**src/rtl/spi_master_seq_if.sv**
```systemverilog
// Command/response port of the SPI register-RAM master.
// The master modport is the command source; the slave modport is the sequencer.
interface spi_master_seq_if;
  logic       cmd_valid;
  logic       cmd_ready;
  logic [1:0] cmd_mode;
  logic [4:0] cmd_addr;
  logic [7:0] cmd_wdata;
  logic       rsp_valid;
  logic [7:0] rsp_rdata;
  logic       rsp_err;
  logic       busy;

  modport master (
    output cmd_valid, cmd_mode, cmd_addr, cmd_wdata,
    input  cmd_ready, rsp_valid, rsp_rdata, rsp_err, busy
  );

  modport slave (
    input  cmd_valid, cmd_mode, cmd_addr, cmd_wdata,
    output cmd_ready, rsp_valid, rsp_rdata, rsp_err, busy
  );
endinterface

```
**src/rtl/spi_master_seq.sv**
```systemverilog
// SPI master sequencing one 17-bit frame (mode, addr, turnaround, data) per command
// to the 32x8 register RAM slave; returns read data or write completion on a pulse.
module spi_master_seq #(
  parameter int HALF_DIV = 2,
  parameter int CS_GAP   = 2
) (
  input  logic            clk,
  input  logic            rst,
  spi_master_seq_if.slave cmd,
  output logic            SCLK,
  output logic            CS,
  output logic            MOSI,
  input  logic            MISO
);
  localparam int HW      = (HALF_DIV > 1) ? $clog2(HALF_DIV) : 1;
  localparam int GAP_CYC = CS_GAP * 2 * HALF_DIV;
  localparam int GW      = $clog2(GAP_CYC);
  localparam logic [HW-1:0] H_LAST = HW'(HALF_DIV - 1);
  localparam logic [GW-1:0] G_LAST = GW'(GAP_CYC - 1);

  typedef enum logic [2:0] {IDLE, INF, DATA, GAP, ERR} state_t;

  state_t        state;
  logic [HW-1:0] hcnt;
  logic [4:0]    bitcnt;
  logic [GW-1:0] gcnt;
  logic [16:0]   frame;
  logic [16:0]   frame_in;
  logic [7:0]    shreg, shreg_nxt;
  logic          is_wr;
  logic [4:0]    nbit;
  logic [2:0]    didx;

  // Frame bit order on the wire is frame[0] first: mode, addr LSB-first, 2 idle, data LSB-first.
  assign frame_in = {(cmd.cmd_mode == 2'b10) ? cmd.cmd_wdata : 8'h00, 2'b00,
                     cmd.cmd_addr, cmd.cmd_mode};
  assign nbit = bitcnt + 5'd1;

  // Data bits occupy frame periods 9..16; MISO is captured in the first high-half cycle.
  always_comb begin
    shreg_nxt = shreg;
    didx      = bitcnt[2:0] - 3'd1;
    if (state == DATA && SCLK && hcnt == '0 && bitcnt >= 5'd9)
      shreg_nxt[didx] = MISO;
  end

  always_ff @(posedge clk) begin
    if (rst) begin
      state         <= IDLE;
      SCLK          <= 1'b0;
      CS            <= 1'b1;
      MOSI          <= 1'b0;
      cmd.cmd_ready <= 1'b1;
      cmd.rsp_valid <= 1'b0;
      cmd.rsp_err   <= 1'b0;
      cmd.rsp_rdata <= 8'h00;
      cmd.busy      <= 1'b0;
      hcnt          <= '0;
      bitcnt        <= '0;
      gcnt          <= '0;
      frame         <= '0;
      shreg         <= '0;
      is_wr         <= 1'b0;
    end else begin
      cmd.rsp_valid <= 1'b0;
      cmd.rsp_err   <= 1'b0;
      case (state)
        IDLE: if (cmd.cmd_valid) begin
          cmd.cmd_ready <= 1'b0;
          cmd.busy      <= 1'b1;
          if (cmd.cmd_mode == 2'b11) begin
            state <= ERR;
          end else begin
            state  <= INF;
            CS     <= 1'b0;
            SCLK   <= 1'b0;
            MOSI   <= frame_in[0];
            frame  <= frame_in;
            is_wr  <= cmd.cmd_mode == 2'b10;
            hcnt   <= '0;
            bitcnt <= '0;
          end
        end
        ERR: begin
          cmd.rsp_valid <= 1'b1;
          cmd.rsp_err   <= 1'b1;
          cmd.cmd_ready <= 1'b1;
          cmd.busy      <= 1'b0;
          state         <= IDLE;
        end
        INF, DATA: begin
          shreg <= shreg_nxt;
          if (hcnt == H_LAST) begin
            hcnt <= '0;
            if (!SCLK) begin
              SCLK <= 1'b1;
            end else begin
              SCLK <= 1'b0;
              if (bitcnt == 5'd16) begin
                state         <= GAP;
                CS            <= 1'b1;
                MOSI          <= 1'b0;
                bitcnt        <= '0;
                gcnt          <= '0;
                cmd.rsp_valid <= 1'b1;
                if (!is_wr) cmd.rsp_rdata <= shreg_nxt;
              end else begin
                bitcnt <= nbit;
                MOSI   <= frame[nbit];
                if (bitcnt == 5'd6) state <= DATA;
              end
            end
          end else begin
            hcnt <= hcnt + 1'b1;
          end
        end
        GAP: begin
          if (gcnt == G_LAST) begin
            gcnt          <= '0;
            state         <= IDLE;
            cmd.cmd_ready <= 1'b1;
            cmd.busy      <= 1'b0;
          end else begin
            gcnt <= gcnt + 1'b1;
          end
        end
        default: state <= IDLE;
      endcase
    end
  end
endmodule
```
**src/flat_wrapper.sv**
```systemverilog
// flat-port wrapper written by rule: the top's interface ports become plain ports
module spi_master_seq_flat 
#(
  parameter int HALF_DIV = 2,
  parameter int CS_GAP   = 2
)
  (clk, rst, SCLK, CS, MOSI, MISO, cmd_cmd_valid, cmd_cmd_mode, cmd_cmd_addr, cmd_cmd_wdata, cmd_cmd_ready, cmd_rsp_valid, cmd_rsp_rdata, cmd_rsp_err, cmd_busy);
  spi_master_seq_if cmd_i ();
  input  logic clk;
  input  logic rst;
  output logic SCLK;
  output logic CS;
  output logic MOSI;
  input  logic MISO;
  input wire logic [$bits(cmd_i.cmd_valid)-1:0] cmd_cmd_valid;
  input wire logic [$bits(cmd_i.cmd_mode)-1:0] cmd_cmd_mode;
  input wire logic [$bits(cmd_i.cmd_addr)-1:0] cmd_cmd_addr;
  input wire logic [$bits(cmd_i.cmd_wdata)-1:0] cmd_cmd_wdata;
  output wire logic [$bits(cmd_i.cmd_ready)-1:0] cmd_cmd_ready;
  output wire logic [$bits(cmd_i.rsp_valid)-1:0] cmd_rsp_valid;
  output wire logic [$bits(cmd_i.rsp_rdata)-1:0] cmd_rsp_rdata;
  output wire logic [$bits(cmd_i.rsp_err)-1:0] cmd_rsp_err;
  output wire logic [$bits(cmd_i.busy)-1:0] cmd_busy;
  assign cmd_i.cmd_valid = cmd_cmd_valid;
  assign cmd_i.cmd_mode = cmd_cmd_mode;
  assign cmd_i.cmd_addr = cmd_cmd_addr;
  assign cmd_i.cmd_wdata = cmd_cmd_wdata;
  assign cmd_cmd_ready = cmd_i.cmd_ready;
  assign cmd_rsp_valid = cmd_i.rsp_valid;
  assign cmd_rsp_rdata = cmd_i.rsp_rdata;
  assign cmd_rsp_err = cmd_i.rsp_err;
  assign cmd_busy = cmd_i.busy;
  spi_master_seq #(.HALF_DIV(HALF_DIV), .CS_GAP(CS_GAP)) u_core (.clk(clk), .rst(rst), .cmd(cmd_i), .SCLK(SCLK), .CS(CS), .MOSI(MOSI), .MISO(MISO));
endmodule
```
**config.mk**
```make
export PLATFORM = sky130hd
export DESIGN_NAME = spi_master_seq_flat
export DESIGN_NICKNAME = d
export VERILOG_FILES = /design/src/rtl/spi_master_seq_if.sv /design/src/rtl/spi_master_seq.sv /design/src/flat_wrapper.sv
export SDC_FILE = /design/constraint.sdc
export NUM_CORES = 1
export LEC_CHECK = 0
export BUFFER_PORTS_ARGS = -buffer_cell sky130_fd_sc_hd__buf_4
export CAP_MARGIN = 0
export CORE_ASPECT_RATIO = 1.5
export CORE_MARGIN = 2
export CORE_UTILIZATION = 52
export CTS_BUF_LIST = sky130_fd_sc_hd__clkbuf_4 sky130_fd_sc_hd__clkbuf_8
export CTS_CLUSTER_DIAMETER = 120
export DETAILED_ROUTE_END_ITERATION = 7
export PLACE_DENSITY = 0.77
export SYNTH_ARGS = -nofsm -noshare
export SYNTH_HDL_FRONTEND = slang
export SYNTH_SLANG_ARGS = --single-unit
```
**constraint.sdc**
```tcl
create_clock -name clk -period 4.3 [get_ports clk]
set_clock_uncertainty 0.15 [all_clocks]
set_input_delay 0.43 -clock clk [delete_from_list [all_inputs] [get_ports clk]]
set_output_delay 0.43 -clock clk [all_outputs]
set_load 0.05 [all_outputs]
```
== Word-level counts from Yosys, hierarchy flattened ==
Cells that the tools add are included.

* Bits in registers: 51
* Input port bits: 19

* Add/sub/neg operators: 4
* Order comparisons: 4
* Equal/unequal tests: 16
* Multiplexer cells: 54
* Bitwise logic cells: 3
* Reductions and logical operators: 18

{| class="wikitable"
|+ Operators by type and width
! cell !! count
|-
| $mux W3 || 11
|-
| $mux W5 || 5
|-
| $mux W1 || 23
|-
| $mux W8 || 2
|-
| $reduce_and A5 Y1 || 3
|-
| $pmux W1 S2 || 5
|-
| $pmux W5 S2 || 1
|-
| $pmux W3 S3 || 1
|-
| $reduce_and A3 Y1 || 3
|-
| $bwmux W8 || 1
|-
| $ne A2 B1 Y1 const B || 4
|-
| $reduce_and A4 Y1 || 2
|-
| $eq A3 B2 Y1 const B || 2
|-
| $eq A3 B3 Y1 const B || 2
|-
| $lt A5 B6 Y1 const B || 1
|-
| $pmux W1 S3 || 2
|-
| $pmux W3 S2 || 1
|-
| $reduce_and A6 Y1 || 1
|-
| $add A5 B1 Y5 const B || 1
|-
| $bmux W1 S5 || 1
|-
| $eq A5 B3 Y1 const B || 1
|-
| $eq A5 B5 Y1 const B || 1
|-
| $ge A5 B4 Y1 const B || 1
|-
| $eq A2 B2 Y1 const B || 2
|-
| 15 further kinds || 22
|}

== Depth between registers and ports, before layout ==
* Word-level depth: 7
* Depth in mapped cells: 8
* Gate-level depth less buffers: 7

== Worst setup path before layout ==
No wires, ideal clock.

* Path kind: register to register
* Start: register u_core.SCLK
* End: register u_core.cmd.rsp_rdata[5]
* Arrival time: 2.104 ns
* Data required time: 4.029 ns
* Slack: 1.925 ns
* Stages on the path, launching flop included: 6
* Path buffers: 0
* Period minus slack after synthesis: 2.375 ns
* Cell sequence: dfxtp_1 -> or3b_4 -> or3_4 -> or3_1 -> mux2i_1 -> a21oi_1

* Cells in the longest elaborated chain, start to end: 4

{| class="wikitable"
|+ Ends and longest elaborated chain
! what !! RTL line !! text
|-
| start, declared || spi_master_seq.sv:10 || <nowiki>output logic SCLK,</nowiki>
|-
| start signal, assigned || spi_master_seq.sv:50 || <nowiki>SCLK <= 1'b0;</nowiki>
|-
| start signal, assigned || spi_master_seq.sv:76 || <nowiki>SCLK <= 1'b0;</nowiki>
|-
| start signal, assigned || spi_master_seq.sv:96 || <nowiki>SCLK <= 1'b1;</nowiki>
|-
| $logic_and A1 B1 Y1 (3 in a row) || spi_master_seq.sv:43 || <nowiki>if (state == DATA && SCLK && hcnt == '0 && bitcnt >= 5'd9)</nowiki>
|-
| $mux W8 || spi_master_seq.sv:43 ||
|-
| end signal, assigned || spi_master_seq.sv:106 || <nowiki>if (!is_wr) cmd.rsp_rdata <= shreg_nxt;</nowiki>
|-
| end, declared || spi_master_seq_if.sv:21 || <nowiki>output cmd_ready, rsp_valid, rsp_rdata, rsp_err, busy</nowiki>
|}

Parallel ways exist; a longest one is shown, timed or not.
A chain may end at the register's enable or synchronous reset.

== Worst setup path after layout ==
* Start: register u_core.bitcnt[0]
* End: register u_core.cmd.rsp_rdata[4]

* Cells in the longest elaborated chain, start to end: 7

{| class="wikitable"
|+ Ends and longest elaborated chain
! what !! RTL line !! text
|-
| start, declared || spi_master_seq.sv:25 || <nowiki>logic [4:0] bitcnt;</nowiki>
|-
| start signal, assigned || spi_master_seq.sv:108 || <nowiki>bitcnt <= nbit;</nowiki>
|-
| $sub A3 B1 Y3 || spi_master_seq.sv:42 || <nowiki>didx = bitcnt[2:0] - 3'd1;</nowiki>
|-
| $lt A3 B4 Y1 (implied by the code) or $ge A3 B1 Y1 (tied branches) || spi_master_seq.sv:44 || <nowiki>shreg_nxt[didx] = MISO;</nowiki>
|-
| $logic_and A1 B1 Y1 (implied by the code) || spi_master_seq.sv:44 ||
|-
| $mux W1 (implied by the code) || spi_master_seq.sv:44 ||
|-
| $demux W1 S3 || -- ||
|-
| $bwmux W8 || spi_master_seq.sv:44 ||
|-
| $mux W8 || spi_master_seq.sv:43 ||
|}

Parallel ways exist; a longest one is shown, timed or not.

==> flow_results.org <==
** Outcome
- The flow ran to the end, and the final reports show no timing, DRC or antenna violations.

** Min path
- Hold Path Sink :: u_core.frame[5]
- The worst hold path begins at cmd_cmd_addr[3].
- Path category of the worst min-delay check :: input port to flip-flop
- The worst hold path was traced through 3 stages.

** Drt
- Ratio of routed vias to standard cells :: about 5.7
- Routed vias :: 2018
- Router iterations before antenna repair :: 4
- DRC violation total after the first TritonRoute iteration :: 99
- Number of design rule violations left after detail routing :: 0
- In this run the remaining antenna-violating nets after routing total 0.
- Average wire per cell in the routed design :: 14.3 µm
- Routed wire length :: about 5000 µm

** Global route
- After global routing the overflow that remains totals 0.
- The number of global-route vias before repair is 1908.
- Number of antenna violations at the first check in global routing :: 0
- In the global route stage, overall resource usage came out at 22.0%.
- Entering global routing, the biggest net connects 41 pins.
- Global-route wire length before repair :: about 9000 µm

** CTS
- TritonCTS buffer count :: 5
- The clock tree synthesis step divided the H-tree into 2 levels.
- The number of hold buffers added after CTS was 0.
- Once the clock tree was built, the setup fixing pass inserted 0 buffers.
- In this run, post-CTS repair resized a total of 0 instances.
- CTS sink cnt :: just over 50
- CTS root buf :: clkbuf_8
- TritonCTS built the clock tree.
- Maximum clock path buffer count :: 2
- Clock latency at the later pin of the worst-skew pair :: roughly 0.30 ns
- Clock transition time at the flip-flop clock pins of the worst setup and hold paths :: 0.09 ns

** Pwr
- For this design the ratio of total power to cell area is approximately 530 nW/µm².
- Clock share of power :: roughly a fifth
- Peak VDD IR :: about 0.00031 V
- The share of total power dissipated in sequential elements is approximately 44%.
- Logic gate share of total power :: 36.7%
- Net switching fraction of the power :: 40.4%
- Summed over all nets, the switching power comes to 0.570 mW.
- The internal power of the cells totals around 0.84 mW.
- LEAKAGE :: 1.02 nW

** Flow run
- Number of max-cap violations :: 0

** Synth
- Async set-reset flop share out of synthesis :: 0%
- Dominant register cell in the synthesized netlist :: dfxtp_1
- Post-synthesis instance area :: 2380 µm²
- Number of library cell types mapped by synthesis :: 42
- Summing the sequential cell areas from Yosys gives a little over two fifths of the chip area.
- Counting flops with a built-in enable in the synthesized netlist gives 0.
- In this run, synthesis produced a sequential element count of 51.
- The number of nets handed over by synthesis was 310.
- Synth Area per Inst :: 8.39 µm²
- Number of synthesis warnings :: 0
- Synth Instances :: between 200 and 300

** STA
- Unrepaired setup endpoints after global routing :: no
- Slew HR :: 31.2%
- Final Slew Violations :: 0
- At the pin with the least slew margin, the transition time is 1.03 ns.
- PnR worst setup slack :: approximately 1.3 ns
- The count of final hold-check violations was 0.
- Based on the critical path, the design can be clocked at up to 339 MHz.
- The worst path uses 68.7% of the clock period.
- The worst path in the final design needs a cycle of 2.95 ns, including I/O delays and setup.
- Setup violations remaining at the end of the flow were counted as 0.
- Sum of negative setup slack :: 0 ns

** Die
- Initial core utilization :: approximately 53%
- The die is 86.9 µm tall.
- Number of ports placed on the die boundary :: 34
- Cell row count :: 30
- The floorplan step defined a die boundary enclosing 5150 µm².
- The region available for standard cell placement spans ~4500 µm².
- Measured along the x axis, the die boundary spans 59.3 µm.

** Worst setup path
- In this run the critical register-to-register path is captured at u_core.cmd.rsp_rdata[4].
- The setup path with the least slack is of type flip-flop to flip-flop.
- Crit. End Element :: flip-flop
- Crit path max fanout :: 14
- Biggest cell delay along the critical path :: 0.62 ns
- The startpoint identified for the worst register-to-register timing path is u_core.bitcnt[0].
- The critical path goes through inv_1 > ha_1 > inv_1 > or3_2 > nor2_1 > mux2i_1 > a21oi_1.
- Required @ worst endpoint :: approximately 4.3 ns
- The most numerous cell type found on the critical path is inv_1.
- For flop-to-flop paths, the worst setup slack is 1.35 ns.
- Critical path launch point type :: flip-flop
- On the critical path, the stage with the largest delay is an instance of dfxtp_1.
- Endpoint arrival time on the critical path :: approximately 3 ns
- For the worst flop-to-flop path, the logic depth is 7.

** Layout
- Post-route cell area :: 2690 µm²
- The post-route netlist has around 17% of its cells at a drive strength greater than 1.
- Inserted Diodes :: 0
- Nets@finish :: 332
- The area growth from synthesis to layout is 12.7%.

** Placement
- Area of placed instances :: roughly 2600 µm²
- Detailed placement finished with a half-perimeter wire length of 3650 µm.
- Input and output buffers added on the ports amount to 33.
- At the end of routability-driven placement, the weighted congestion stood at 0.850.
- Place WS :: roughly 1.4 ns
## kinds of logic after synthesis
family,after synthesis,synth area share (%)
simple gates,114,23.8
compound gates,71,16.8
flops,51,42.9
buf+inv,24,4.88
mux,12,6.14
fa+ha+maj,7,3.68
xor+xnor,5,1.84
## routing by layer
layer	vias to the layer above	part of all wire, %	global-route usage [%]
li1	1041	-	-
met1	930	43	26.2
met2	37	51	37.2
met3	10	3.3	4.61
met4	0	2.4	9.71
met5	-	0	0
## layout by cell type (no fill, tap or decap), types with 3 or more instances in the layout
cell and n:
nor2_1 34, nand3_1 16, xnor2_1 5, mux2i_1 9, a22oi_1 3, a21oi_1 38, clkbuf_8 5, nand2_1 31
buf_4 33, dfxtp_1 51, nand2b_1 3, nor3_1 4, or3_1 3, o21ai_0 15, inv_1 6, ha_1 7
a211oi_1 6, nand3b_1 3
## registers in the layout (all words and copies together), names as in the netlist
register,count
u_core.cmd.cmd_ready,1
u_core.state,3
u_core.frame,15
u_core.CS,1
u_core.cmd.rsp_valid,1
u_core.SCLK,1
u_core.cmd.rsp_err,1
u_core.hcnt,1
u_core.shreg,8
u_core.MOSI,1
u_core.cmd.rsp_rdata,8
u_core.bitcnt,5
u_core.gcnt,3
u_core.cmd.busy,1
u_core.is_wr,1
## power by group through the flow
stage	sequential [mW]	clock (mW)	combinational, mW
6_report	0.624	0.269	0.517
4_1_cts	0.624	0.278	0.516
3_3_place_gp	0.633	0	0.509
2_1_floorplan	0.665	0	0.366
5_1_grt	0.637	0.300	0.578
3_5_place_dp	0.635	0	0.515
## synthesized netlist by cell type, drive strengths merged, types with 2 or more instances
cell type  count  area [µm²]
a211oi         6        45.0
a21o           2        15.0
a21oi         38         190
a22oi          3        22.5
and3           2        12.5
buf            7        52.5
clkbuf        11        41.3
dfxtp         51        1020
ha             7        87.6
inv            6        22.5
mux2i          9        90.1
mux4           2        45.0
nand2         31         116
nand2b         3        18.8
nand3         16        80.1
nand3b         3        22.5
nand4b         2        17.5
nor2          34         128
nor3           4        20.0
nor4           2        12.5
o211ai         2        15.0
o21ai         16        80.1
o221ai         2        17.5
or2            2        12.5
or3            6        45.0
or3b           2        20.0
or4            2        15.0
xnor2          5        43.8
## layout make-up
cell class	instances	area, µm²
tap	48	60.1
inverter	6	22.5
multi-input combinational	209	1240
clock inverter	3	20.0
clock buffer	5	68.8
fill	410	1780
timing repair buffer	33	248
sequential	51	1020
## per-stage QoR
| stage | util (%) | std cells | total power [mW] | hold WS (ns) |
|---|---|---|---|---|
| 5_1_grt | 60.1 | 355 | 1.52 | 0.204 |
| 2_1_floorplan | - | 284 | 1.03 | 0.279 |
| 4_1_cts | 60.1 | 355 | 1.42 | 0.208 |
| 3_3_place_gp | 58.1 | 347 | 1.14 | 0.292 |
| 3_5_place_dp | 58.1 | 347 | 1.15 | 0.294 |
| 6_report | 60.1 | 355 | 1.41 | 0.217 |
## worst max-delay path, delay by kind of cell, from the launching register on
kind	cells	cell delay [ns]
and+or+nand+nor	2	0.64
DFF	1	0.62
adders and majority gates	1	0.62
buffers and inverters	2	0.39
muxes	1	0.28
AOI/OAI and AO/OA	1	0.10
## worst max-delay path by stage
stage	start	to	depth (start not counted)
global route	u_core.bitcnt[0]	u_core.cmd.rsp_rdata[4]	7
finish	u_core.bitcnt[0]	u_core.cmd.rsp_rdata[4]	7
floorplan	u_core.SCLK	u_core.cmd.rsp_rdata[5]	5
global placement	u_core.bitcnt[0]	u_core.cmd.rsp_rdata[0]	7
CTS	u_core.bitcnt[0]	u_core.cmd.rsp_rdata[4]	7
detailed placement	u_core.bitcnt[0]	u_core.cmd.rsp_rdata[4]	7
Note: power is estimated with default switching activity, not from simulation.
